**config.mk**
```make
export PLATFORM = sky130hd
export DESIGN_NAME = relu_seq
export DESIGN_NICKNAME = d
export VERILOG_FILES = /design/src/rtl/relu_seq.sv
export SDC_FILE = /design/constraint.sdc
export NUM_CORES = 1
export LEC_CHECK = 0
export BUFFER_PORTS_ARGS = -buffer_cell sky130_fd_sc_hd__buf_2
export CAP_MARGIN = 10
export CELL_PAD_IN_SITES_DETAIL_PLACEMENT = 0
export CELL_PAD_IN_SITES_GLOBAL_PLACEMENT = 1
export CORE_AREA = 5 5 108 121
export CTS_CLUSTER_DIAMETER = 50
export DETAILED_ROUTE_END_ITERATION = 8
export DIE_AREA = 0 0 113 126
export PLACE_DENSITY_LB_ADDON = 0.1
export SYNTH_ARGS = -nofsm -noshare
export SYNTH_HDL_FRONTEND = slang
export SYNTH_SLANG_ARGS = --single-unit
```
**constraint.sdc**
```tcl
create_clock -name clk_i -period 4.11 [get_ports clk_i]
set_input_delay 0 -clock clk_i [delete_from_list [all_inputs] [get_ports clk_i]]
set_output_delay 0 -clock clk_i [all_outputs]
set_load 0.1 [all_outputs]
```
**src/rtl/relu_seq.sv**
```systemverilog
// relu_seq: sequential activation controller for the systolic-array output path.
// Accepts one packed row of signed accumulator results, runs every lane through
// one shared ReLU / ReLU6-style clip datapath (one lane per cycle), then offers
// the activated row downstream with valid/ready flow control.
//
// Optional feature: define RELU_SEQ_CLIP_EN to build the clip-to-MAX_VAL mode.
// Without it, cfg_mode_i is ignored and every non-bypass row uses plain ReLU.
//
// Ports:
//   clk_i, rst_n_i            clock (rising edge), async active-low reset
//   cfg_mode_i, cfg_bypass_i  activation config, sampled at the input handshake
//   in_valid_i/in_ready_o     input row handshake; in_data_i packed lanes, in_last_i
//   out_valid_o/out_ready_i   output row handshake; out_data_o packed lanes, out_last_o
//   busy_o                    high while a row is being processed or presented
//   row_cnt_o                 rows delivered in the current tile
module relu_seq #(
  parameter int unsigned BITWIDTH  = 8,
  parameter int unsigned LANES     = 8,
  parameter int          THRESHOLD = 0,
  parameter int          MAX_VAL   = 6
) (
  input  logic                      clk_i,
  input  logic                      rst_n_i,
  input  logic                      cfg_mode_i,
  input  logic                      cfg_bypass_i,
  input  logic                      in_valid_i,
  output logic                      in_ready_o,
  input  logic [LANES*BITWIDTH-1:0] in_data_i,
  input  logic                      in_last_i,
  output logic                      out_valid_o,
  input  logic                      out_ready_i,
  output logic [LANES*BITWIDTH-1:0] out_data_o,
  output logic                      out_last_o,
  output logic                      busy_o,
  output logic [15:0]               row_cnt_o
);

  localparam int unsigned CNT_W = (LANES > 1) ? $clog2(LANES) : 1;
  localparam logic [CNT_W-1:0] LAST_LANE = CNT_W'(LANES - 1);
  localparam logic signed [BITWIDTH-1:0] THR = BITWIDTH'(THRESHOLD);

  typedef enum logic [1:0] {
    IDLE = 2'd0,
    PROC = 2'd1,
    DONE = 2'd2
  } state_t;

  state_t                     state_q;
  logic [CNT_W-1:0]           lane_cnt_q;
  logic signed [BITWIDTH-1:0] lane_q [LANES];
  logic                       last_q;
  logic                       bypass_q;
  logic [15:0]                row_cnt_q;
  logic signed [BITWIDTH-1:0] cur_lane;
  logic signed [BITWIDTH-1:0] act_res;

`ifdef RELU_SEQ_CLIP_EN
  localparam logic signed [BITWIDTH-1:0] MAXV = BITWIDTH'(MAX_VAL);
  logic mode_q;
`else
  logic unused_cfg;
  assign unused_cfg = cfg_mode_i ^ (MAX_VAL != 0);
`endif

  // Shared activation datapath acting on the lane selected by lane_cnt_q
  always_comb begin
    cur_lane = lane_q[lane_cnt_q];
    act_res  = cur_lane;
    if (!bypass_q) begin
      if (cur_lane > THR) begin
        act_res = cur_lane;
`ifdef RELU_SEQ_CLIP_EN
        if (mode_q && !(cur_lane < MAXV)) begin
          act_res = MAXV;
        end
`endif
      end else begin
        act_res = THR;
      end
    end
  end

  // Controller FSM with row buffer, lane counter and delivered-row counter
  always_ff @(posedge clk_i or negedge rst_n_i) begin
    if (!rst_n_i) begin
      state_q    <= IDLE;
      lane_cnt_q <= '0;
      last_q     <= 1'b0;
      bypass_q   <= 1'b0;
      row_cnt_q  <= '0;
`ifdef RELU_SEQ_CLIP_EN
      mode_q     <= 1'b0;
`endif
      for (int i = 0; i < int'(LANES); i++) begin
        lane_q[i] <= '0;
      end
    end else begin
      case (state_q)
        IDLE: begin
          if (in_valid_i) begin
            for (int i = 0; i < int'(LANES); i++) begin
              lane_q[i] <= in_data_i[i*BITWIDTH +: BITWIDTH];
            end
            last_q     <= in_last_i;
            bypass_q   <= cfg_bypass_i;
`ifdef RELU_SEQ_CLIP_EN
            mode_q     <= cfg_mode_i;
`endif
            lane_cnt_q <= '0;
            state_q    <= PROC;
          end
        end
        PROC: begin
          lane_q[lane_cnt_q] <= act_res;
          if (lane_cnt_q == LAST_LANE) begin
            lane_cnt_q <= '0;
            state_q    <= DONE;
          end else begin
            lane_cnt_q <= lane_cnt_q + CNT_W'(1);
          end
        end
        DONE: begin
          if (out_ready_i) begin
            state_q   <= IDLE;
            // The last row of a tile restarts the count for the next tile
            row_cnt_q <= last_q ? 16'd0 : row_cnt_q + 16'd1;
          end
        end
        default: state_q <= IDLE;
      endcase
    end
  end

  // Outputs are decoded from the state register or driven straight from flops
  assign in_ready_o  = (state_q == IDLE);
  assign out_valid_o = (state_q == DONE);
  assign busy_o      = (state_q != IDLE);
  assign out_last_o  = last_q;
  assign row_cnt_o   = row_cnt_q;

  for (genvar g = 0; g < int'(LANES); g++) begin : g_pack
    assign out_data_o[g*BITWIDTH +: BITWIDTH] = lane_q[g];
  end

endmodule
```
-- Word level (Yosys, flattened, before mapping)
Cells that the tools add are included.
- add/subtract/negate cells: 2
- order comparisons: 3
- equal/unequal tests: 6
- multiplexer cells: 18
- bitwise logic cells: 1
- reductions and logical operators: 8
- operators with widths (operator ; count):
    $pmux 64 s2 ; 1
    $bwmux 64 ; 1
    $mux 64 ; 1
    $mux 8 ; 5
    $bmux 8 s3 ; 1
    $demux 8 s3 ; 1
    $add 16x1->16 const B ; 1
    $mux 16 ; 1
    $gt 8x1->1 const B ; 1
    $mux 2 ; 3
    $mux 3 ; 2
    $pmux 2 s3 ; 1
    $pmux 3 s2 ; 1
    $reduce_and 2->1 ; 3
    $ge 4x4->1 const B ; 1
    $lt 4x1->1 const B ; 1
    $ne 2x2->1 const B ; 2
    $not 3->4 ; 1
    $reduce_bool 2->1 ; 2
    $add 3x1->3 const B ; 1
    $eq 3x3->1 const B ; 1
    $reduce_and 3->1 ; 1
    $eq 2x1->1 const B ; 1
    $eq 2x2->1 const B ; 1
    other kinds (3) ; 3
- register bits: 87
- input port bits: 71
- output and inout bits: 84
- logic and storage cells: 51

-- Logic depth before layout (Yosys ltp)
Gate-level depths: netlist of the first run.
- depth after elaboration: 9
- gate-level depth with buffers: 9
- depth with buffers taken out: 6

-- Worst setup path after synthesis of the first run
OpenSTA, ideal clock, no wires.
- kind: register -> register
- from: register state_q[0]
- to: register row_cnt_q[10], in the netlist row_cnt_o[10]
- library setup time: 132 ps
- data arrival time: 2677 ps
- data required time: 3978 ps
- path slack: 1301 ps
- stages on the path, launching flop included: 6
- buffers on the path: 2
- clock period less this slack: 2809 ps
- path through: dfrtp_1 > buf_2 > nor2b_1 > and3_1 > buf_1 > nor2_1
- cells in the longest elaborated chain, start to end: 2
- RTL lines (what ; RTL line ; text):
    start, declared ; 48 ; state_t state_q;
    start signal, assigned ; 86 ; state_q <= IDLE;
    start signal, assigned ; 110 ; state_q <= PROC;
    start signal, assigned ; 117 ; state_q <= DONE;
    $eq 2x2->1 ; -- ;
    named net out_valid_o ; 30 ; output logic out_valid_o,
    $reduce_and 2->1 (no source line) ; -- ;
    end signal, assigned ; 126 ; row_cnt_q <= last_q ? 16'd0 : row_cnt_q + 16'd1;
    end, declared ; 53 ; logic [15:0] row_cnt_q;
The timed path passes the listed nets, and every way through them passes these cells.
A chain may end at the register's enable or synchronous reset.

-- Final worst setup path of the first run
- from: register state_q[0]
- to: register lane_q (netlist bit out_data_o[22])
- cells in the longest elaborated chain, start to end: 3
- elaborated cells between the ends (all ways): 6
- classes of those cells: 2 x eq/ne; 1 x mux; 3 x reduce/logical
- RTL lines (what ; RTL line ; text):
    $eq 2x1->1 or $logic_not 2->1 (tied branches) ; 98 ; case (state_q)
    $reduce_bool 2->1 (no source line) or $ne 2x2->1 (tied branches) ; -- ;
    $reduce_and 2->1 (no source line) ; -- ;
    end signal, assigned by index ; 102 ; lane_q[i] <= in_data_i[i*BITWIDTH +: BITWIDTH];
    end signal, assigned by index ; 114 ; lane_q[lane_cnt_q] <= act_res;
    end, declared ; 50 ; logic signed [BITWIDTH-1:0] lane_q [LANES];
Parallel ways exist; a longest one is shown, timed or not.

==> summary.txt, run 1 <==
Run
  – Max Cap Violations: 0

Die
  – Cell Rows: 42
  – I/O pin count: 155
  – Core ar.: 0.0117 sq mm
  – Die height: 126 um
  – Die area: 0.0142 sq mm
  – Initial core utilization: 40.0%
  – Chip width: 113 um

Timing
  – Period utilisation layout: 62.7%
  – Hold slack final: -0.00229 ns
  – Setup TNS: 0 ns
  – Max Slew Vio Count: 0
  – Clock period minus worst slack: 2.58 ns
  – Max_slew headroom: 23.8%
  – Peak Freq: 388 MHz
  – Worst-Margin Slew: 1.14 ns
  – RSZ-0062 raised after global routing: no
  – Setup Skew: 0.00784 ns
  – Hold Fails Final Rpt: 1
  – Min setup slack post-route: 1.53 ns
  – Final setup fails: 0

Setup path
  – CP Max Fanout: 29
  – FF-to-FF path depth: 7
  – Crit end category: flip-flop
  – R2r startpoint: state_q[0]
  – Worst flop-to-flop path endpoint: out_data_o[22]
  – WP data arrival: 2.77 ns
  – Data required, critical path: 4.30 ns
  – Worst setup SP type: flip-flop
  – Critical path class: flip-flop to flip-flop
  – R2R setup slack: 1.53 ns

GRT
  – Largest net degree at the start of global routing: 88
  – Vias in the first global route: 4,636
  – Gr usage total: 23.0%
  – First-pass GRT wire length: 25,700 um
  – Remaining global-route overflow: 0
  – Initial antenna violation count: 0

Min path
  – Hold Path Class: input pin to flip-flop
  – Hold depth: 5
  – Worst Hold End: out_data_o[48]
  – Hold wc startpoint: in_data_i[48]

Final layout
  – Layout area overhead: 35.0%
  – Layout cells sized above 1: 28.8%
  – Final nets: 741
  – Number of fill cells in the layout: 1,098
  – ANT cells: 0

Route
  – Drt pass-1 iters: 5
  – Antenna viol nets, final: 0
  – Routed len/inst: 20.0 um
  – Via count: 4,620
  – Wirelength, routed: 16,500 um
  – DRC: 0
  – Initial DRC Count: 390
  – Vias per cell: 5.60

Clock tree
  – CTS Sinks: 87
  – Worst-Skew Late Latency: 0.34 ns
  – Clk root buf: clkbuf_16
  – Num CTS Buffers: 9
  – Clk pin slew, worst setup/hold paths: 0.06 ns
  – CTS tree: built
  – CTS resizes: 0
  – H-tree Lvls: 3
  – Worst-case clock buffer depth: 2

Synthesis
  – Number of synthesized flops with an enable pin: 0
  – Compound-Gate Fraction of Synth Area: 22.2%
  – Cell taking the most area after synthesis: dfrtp_1
  – Synth async-reset ratio: 100%
  – Distinct cells, synth: 54
  – Ys flop type: dfrtp_1
  – Post-synthesis sequential element count: 87
  – Synth Area in XOR/XNOR: 2.43%
  – Largest family of logic cells by synthesized area: compound AO/OA/AOI/OAI gates
  – Syn. warnings: 0
  – Register area share after synthesis: 46.4%
  – Synth Area in Simple Gates: 15.5%
  – Top cells by area, synth: dfrtp_1 46%, a22oi_1 6.2%, o21ai_0 4.8%
  – Adder-cell share of the synthesized area: 0.800%
  – Post-Syn Area: 0.00469 sq mm
  – Synthesized area per cell: 9.88 sq um
  – Yosys top cell area share: 46.4%
  – Post-Synthesis Cells: 475
  – Most frequent cell after synthesis: dfrtp_1
  – Synthesized net count: 549
  – Mux contribution to synthesized area: 7.92%
  – Top cells by count, synth: 87 x dfrtp_1, 54 x nand2_1, 45 x o21ai_0, 40 x nor2_1, 39 x a22oi_1

Placement
  – Gpl congestion: 0.873
  – DP HPWL: 11,400 um
  – Port bufs: 153
  – DP Worst Slack: 1.55 ns

Status
  – Failing checks: negative hold slack
  – Status: finished, violations left
[what timing repair did]
item | 4_1_cts | 5_1_grt
hold buffers | 54 | 0
endpoints found under the hold margin | 140 | 0
setup buffers | 0 | 0
[worst max path at each step]
stage                              from             end  slack, ns  cells past startpoint
after floorplan              state_q[0]   row_cnt_o[10]       1.30                      5
after global placement       state_q[0]  out_data_o[22]       1.58                      7
after detailed placement     state_q[0]  out_data_o[22]       1.55                      7
after CTS                    state_q[0]  out_data_o[22]       1.54                      7
after global routing      lane_cnt_q[0]  out_data_o[56]       1.38                      6
final                        state_q[0]  out_data_o[22]       1.53                      7
[per-layer routing]
metal | track usage (%) | wire length, um | part of all wire (%)
met2 | 38.7 | 8310 | 51
met3 | 5.37 | 1110 | 6.7
met5 | 0 | 0 | 0
met1 | 29.8 | 6790 | 41
met4 | 6.08 | 252 | 1.5
[final cells by class]
class | instances | area [sq um] | share of cell area [%]
clock buffers | 10 | 229 | 3.61
clock inverters | 5 | 50.0 | 0.790
inverters | 5 | 18.8 | 0.296
multi-input cells | 351 | 2290 | 36.2
flip-flops and latches | 87 | 2180 | 34.4
well taps | 154 | 193 | 3.04
repair buffers | 213 | 1370 | 21.7
[registers in the layout (all words and copies together) (netlist names)]
register,cells
out_data_o,64
lane_cnt_q,3
out_last_o,1
bypass_q,1
state_q,2
row_cnt_o,16
[cells in the final DEF (no fill, tap or decap), types with 10 or more instances in the layout]
| master | count |
|---|---|
| nand2_1 | 54 |
| and3_1 | 13 |
| o21ai_0 | 45 |
| a22oi_1 | 39 |
| nor2_1 | 40 |
| dfrtp_1 | 87 |
| dlygate4sd3_1 | 54 |
| nor3_1 | 11 |
| buf_2 | 152 |
| a21oi_1 | 26 |
| xor2_1 | 10 |
| a211oi_1 | 19 |
[cell families after synthesis]
group	after synthesis
xor gates and xnor gates	13
muxes	22
buffers and inverters	37
DFF	87
AOI/OAI and AO/OA	158
and+or+nand+nor	155
adders and majority gates	3
[stage by stage]
step / instance area, sq um / util, % / cells / hold WS (ns)
floorplan: 4690 / - / 475 / -0.296
global placement: 5490 / 46.8 / 755 / 0.208
detailed placement: 5490 / 46.8 / 755 / 0.209
CTS: 6310 / 53.8 / 824 / 0.00542
global route: 6340 / 54.1 / 825 / 0.0166
finish: 6340 / 54.1 / 825 / -0.00229
[critical path, cell delays in order, from the launching register on]
cell and delay (ns):
dfrtp_1 0.51, or2_2 0.38, inv_1 0.09, and2_2 0.54
buf_4 0.39, nor2_1 0.19, a22oi_1 0.19, o21ai_0 0.12
Power of run 1 is left out: the tool's default activity adds up to more than one toggle a clock period on the data nets, which glitch-free logic cannot reach.
==> run 2, diff against run 1 <==
ABC_AREA = 1   (was default)
CORE_AREA = 5 5 124 137   (was 5 5 108 121)
DIE_AREA = 0 0 129 142   (was 0 0 113 126)
clock period = 2.2 ns   (was 4.11 ns; I/O delays follow)
==> summary.txt, run 2 <==
Timing
  – Hold Fails Final Rpt: 0 (-1)
  – Final setup fails: 0 (unchanged)
  – Clock period minus worst slack: 2.04 ns (-0.533 ns)
  – Setup TNS: 0 ns (unchanged)
  – RSZ-0062 raised after global routing: no
  – Setup Skew: 0.00662 ns (-0.00122 ns)
  – Max_slew headroom: 65.6% (+42 points)
  – Hold slack final: 0.0884 ns (+0.0907 ns)
  – Max Slew Vio Count: 0 (unchanged)
  – Peak Freq: 489 MHz (+26%)
  – Worst-Margin Slew: 0.515 ns (-0.628 ns)
  – Period utilisation layout: 92.9% (+30 points)

GRT
  – Remaining global-route overflow: 0 (unchanged)
  – Vias in the first global route: 5,507 (+19%)
  – Largest net degree at the start of global routing: 40 (-55%)
  – First-pass GRT wire length: 29,200 um (+14%)
  – Gr usage total: 20.4% (-2.6 points)
  – Initial antenna violation count: 0 (unchanged)

Route
  – Drt pass-1 iters: 5 (unchanged)
  – Antenna viol nets, final: 0 (unchanged)
  – Wirelength, routed: 18,200 um (+11%)
  – Vias per cell: 4.73 (-15%)
  – Initial DRC Count: 308 (-21%)
  – DRC: 0 (unchanged)
  – Routed len/inst: 16.3 um (-18%)
  – Via count: 5,306 (+15%)

Setup path
  – FF-to-FF path depth: 12 (+5)
  – WP data arrival: 2.33 ns (-0.44 ns)
  – Data required, critical path: 2.49 ns (-1.81 ns)
  – Crit end category: flip-flop
  – CP Max Fanout: 8 (-72%)
  – Crit path cell chain: buf_4 -> nor2_4 -> nand3b_1 -> nand2_1 -> nor2_4 -> nand2_1 -> nor2_1 -> nand2_1 -> nand2_2 -> nor2_4 -> nand2_1 -> nand2_1
  – R2r startpoint: lane_cnt_q[2]
  – Delay-heaviest family, CP: simple AND/OR/NAND/NOR gates
  – Critical path class: flip-flop to flip-flop
  – Stages on worst setup path: 12 (+5)
  – Most used cell along the critical path: nand2_1
  – Crit path largest cell delay: 0.51 ns (-0.03 ns)
  – Worst setup SP type: flip-flop
  – R2R setup slack: 0.16 ns (-1.38 ns)
  – Worst path slowest cell: dfrtp_1
  – Worst flop-to-flop path endpoint: out_data_o[58]
  – Critical path origin: lane_cnt_q[2]
  – Number of buffers and inverters on the critical path: 1 (-1)

Synthesis
  – Distinct cells, synth: 37 (-31%)
  – Post-Syn Area: 0.00497 sq mm (+5.9%)
  – Number of synthesized flops with an enable pin: 0 (unchanged)
  – Top cells by area, synth: dfrtp_1 44%, nand2_1 16%, inv_1 5.6%
  – Yosys top cell area share: 43.8% (-2.6 points)
  – Register area share after synthesis: 43.8% (-2.6 points)
  – Top cells by count, synth: 208 x nand2_1, 87 x dfrtp_1, 74 x inv_1, 60 x nor2_1, 54 x a21oi_1
  – Most frequent cell after synthesis: nand2_1
  – Post-Synthesis Cells: 672 (+41%)
  – Ys flop type: dfrtp_1
  – Synth async-reset ratio: 100% (unchanged)
  – Cell taking the most area after synthesis: dfrtp_1
  – Post-synthesis sequential element count: 87 (unchanged)
  – Synthesized area per cell: 7.40 sq um (-25%)
  – Synthesized net count: 746 (+36%)
  – Syn. warnings: 0 (unchanged)

Final layout
  – Multi-input gate area: 0.00233 sq mm (+1.5%)
  – Final nets: 991 (+34%)
  – Max reg flops: 64 (unchanged)
  – ANT cells: 0 (unchanged)
  – Layout cells sized above 1: 26.2% (-2.6 points)
  – Number of fill cells in the layout: 1,616 (+47%)
  – Commonest non-fill, non-tap cell in the layout: nand2_1
  – Layout area overhead: 42.6%
  – Register area: 0.00218 sq mm (unchanged)
  – Most frequent cells in the layout: 208 x nand2_1, 152 x buf_2, 87 x dfrtp_1

Die
  – Die area: 0.0183 sq mm (+29%)
  – Initial core utilization: 32.1% (-8.0 points)
  – Cell Rows: 48 (+14%)
  – Core ar.: 0.0155 sq mm (+32%)
  – Chip width: 129 um (+14%)
  – I/O pin count: 155 (unchanged)
  – Die height: 142 um (+13%)

Clock tree
  – Worst-case clock buffer depth: 2 (unchanged)
  – CTS tree: built
  – Num CTS Buffers: 9 (unchanged)
  – CTS resizes: 0 (unchanged)
  – Clk root buf: clkbuf_16
  – CTS Sinks: 87 (unchanged)
  – H-tree Lvls: 3 (unchanged)
  – Worst-Skew Late Latency: 0.35 ns (about the same)
  – Clk pin slew, worst setup/hold paths: 0.06 ns (about the same)

Placement
  – Port bufs: 153 (unchanged)
  – DP HPWL: 14,100 um (+23%)
  – Gpl congestion: 0.871 (-0.18%)

Min path
  – Hold Path Class: input pin to async pin

Status
  – Status: complete, no violations

Run
  – Max Cap Violations: 0 (unchanged)
run 2: cell count changes in the layout (fill, tap and decap cells not counted), sizes merged, moves of 18 or more:
| cell | before | now |
|---|---|---|
| o21ai | 52 | 26 |
| a21oi | 27 | 55 |
| nand3 | 8 | 31 |
| a211oi | 19 | 1 |
| inv | 5 | 89 |
| buf | 159 | 184 |
| nand2 | 54 | 212 |
| nor2 | 41 | 78 |
run 2: stage by stage:
stage,util (%),cells,worst slack (ns),instance area (sq um)
final,45.7,1121,0.157,7090
after global routing,45.7,1121,0.00884,7090
after CTS,45.7,1121,0.131,7090
after detailed placement,39.5,1037,0.136,6120
after global placement,39.5,1037,0.216,6120
after floorplan,-,672,0.0285,4980
run 2: area by class of cell:
| cell class | count | share of cell area [%] |
|---|---|---|
| flip-flops and latches | 87 | 30.7 |
| inverters | 90 | 4.77 |
| repair buffers | 253 | 24.2 |
| well taps | 200 | 3.53 |
| clock buffers | 15 | 3.92 |
| multi-input cells | 476 | 32.9 |
run 2: worst max path at each step:
stage	endpoint	slack, ns
6_report	out_data_o[58]	0.16
5_1_grt	out_data_o[58]	0.009
4_1_cts	out_data_o[58]	0.13
3_5_place_dp	out_data_o[58]	0.14
3_3_place_gp	out_data_o[10]	0.22
2_1_floorplan	row_cnt_o[15]	0.03
run 2: routing by layer:
layer	vias up	share of wire, %	global-route usage [%]	wire length [um]
met1	2456	44	26.5	7990
met5	-	0	0	0
li1	2663	-	-	-
met3	24	4.9	3.12	899
met4	0	2.2	6.91	398
met2	163	49	34.7	8950
run 2: logic make-up after synthesis:
kind of cell | Yosys count | synth area share (%)
fa+ha+maj | 3 | 0.755
buf+inv | 109 | 9.49
flops | 87 | 43.8
compound gates | 119 | 14.2
xor+xnor | 1 | 0.176
simple gates | 353 | 31.6
run 2: timing repair:
item,CTS,global route
buffers inserted,0,0
endpoints found under the hold margin,156,0
hold buffers,69,0
Power of run 2 is left out for the same reason.
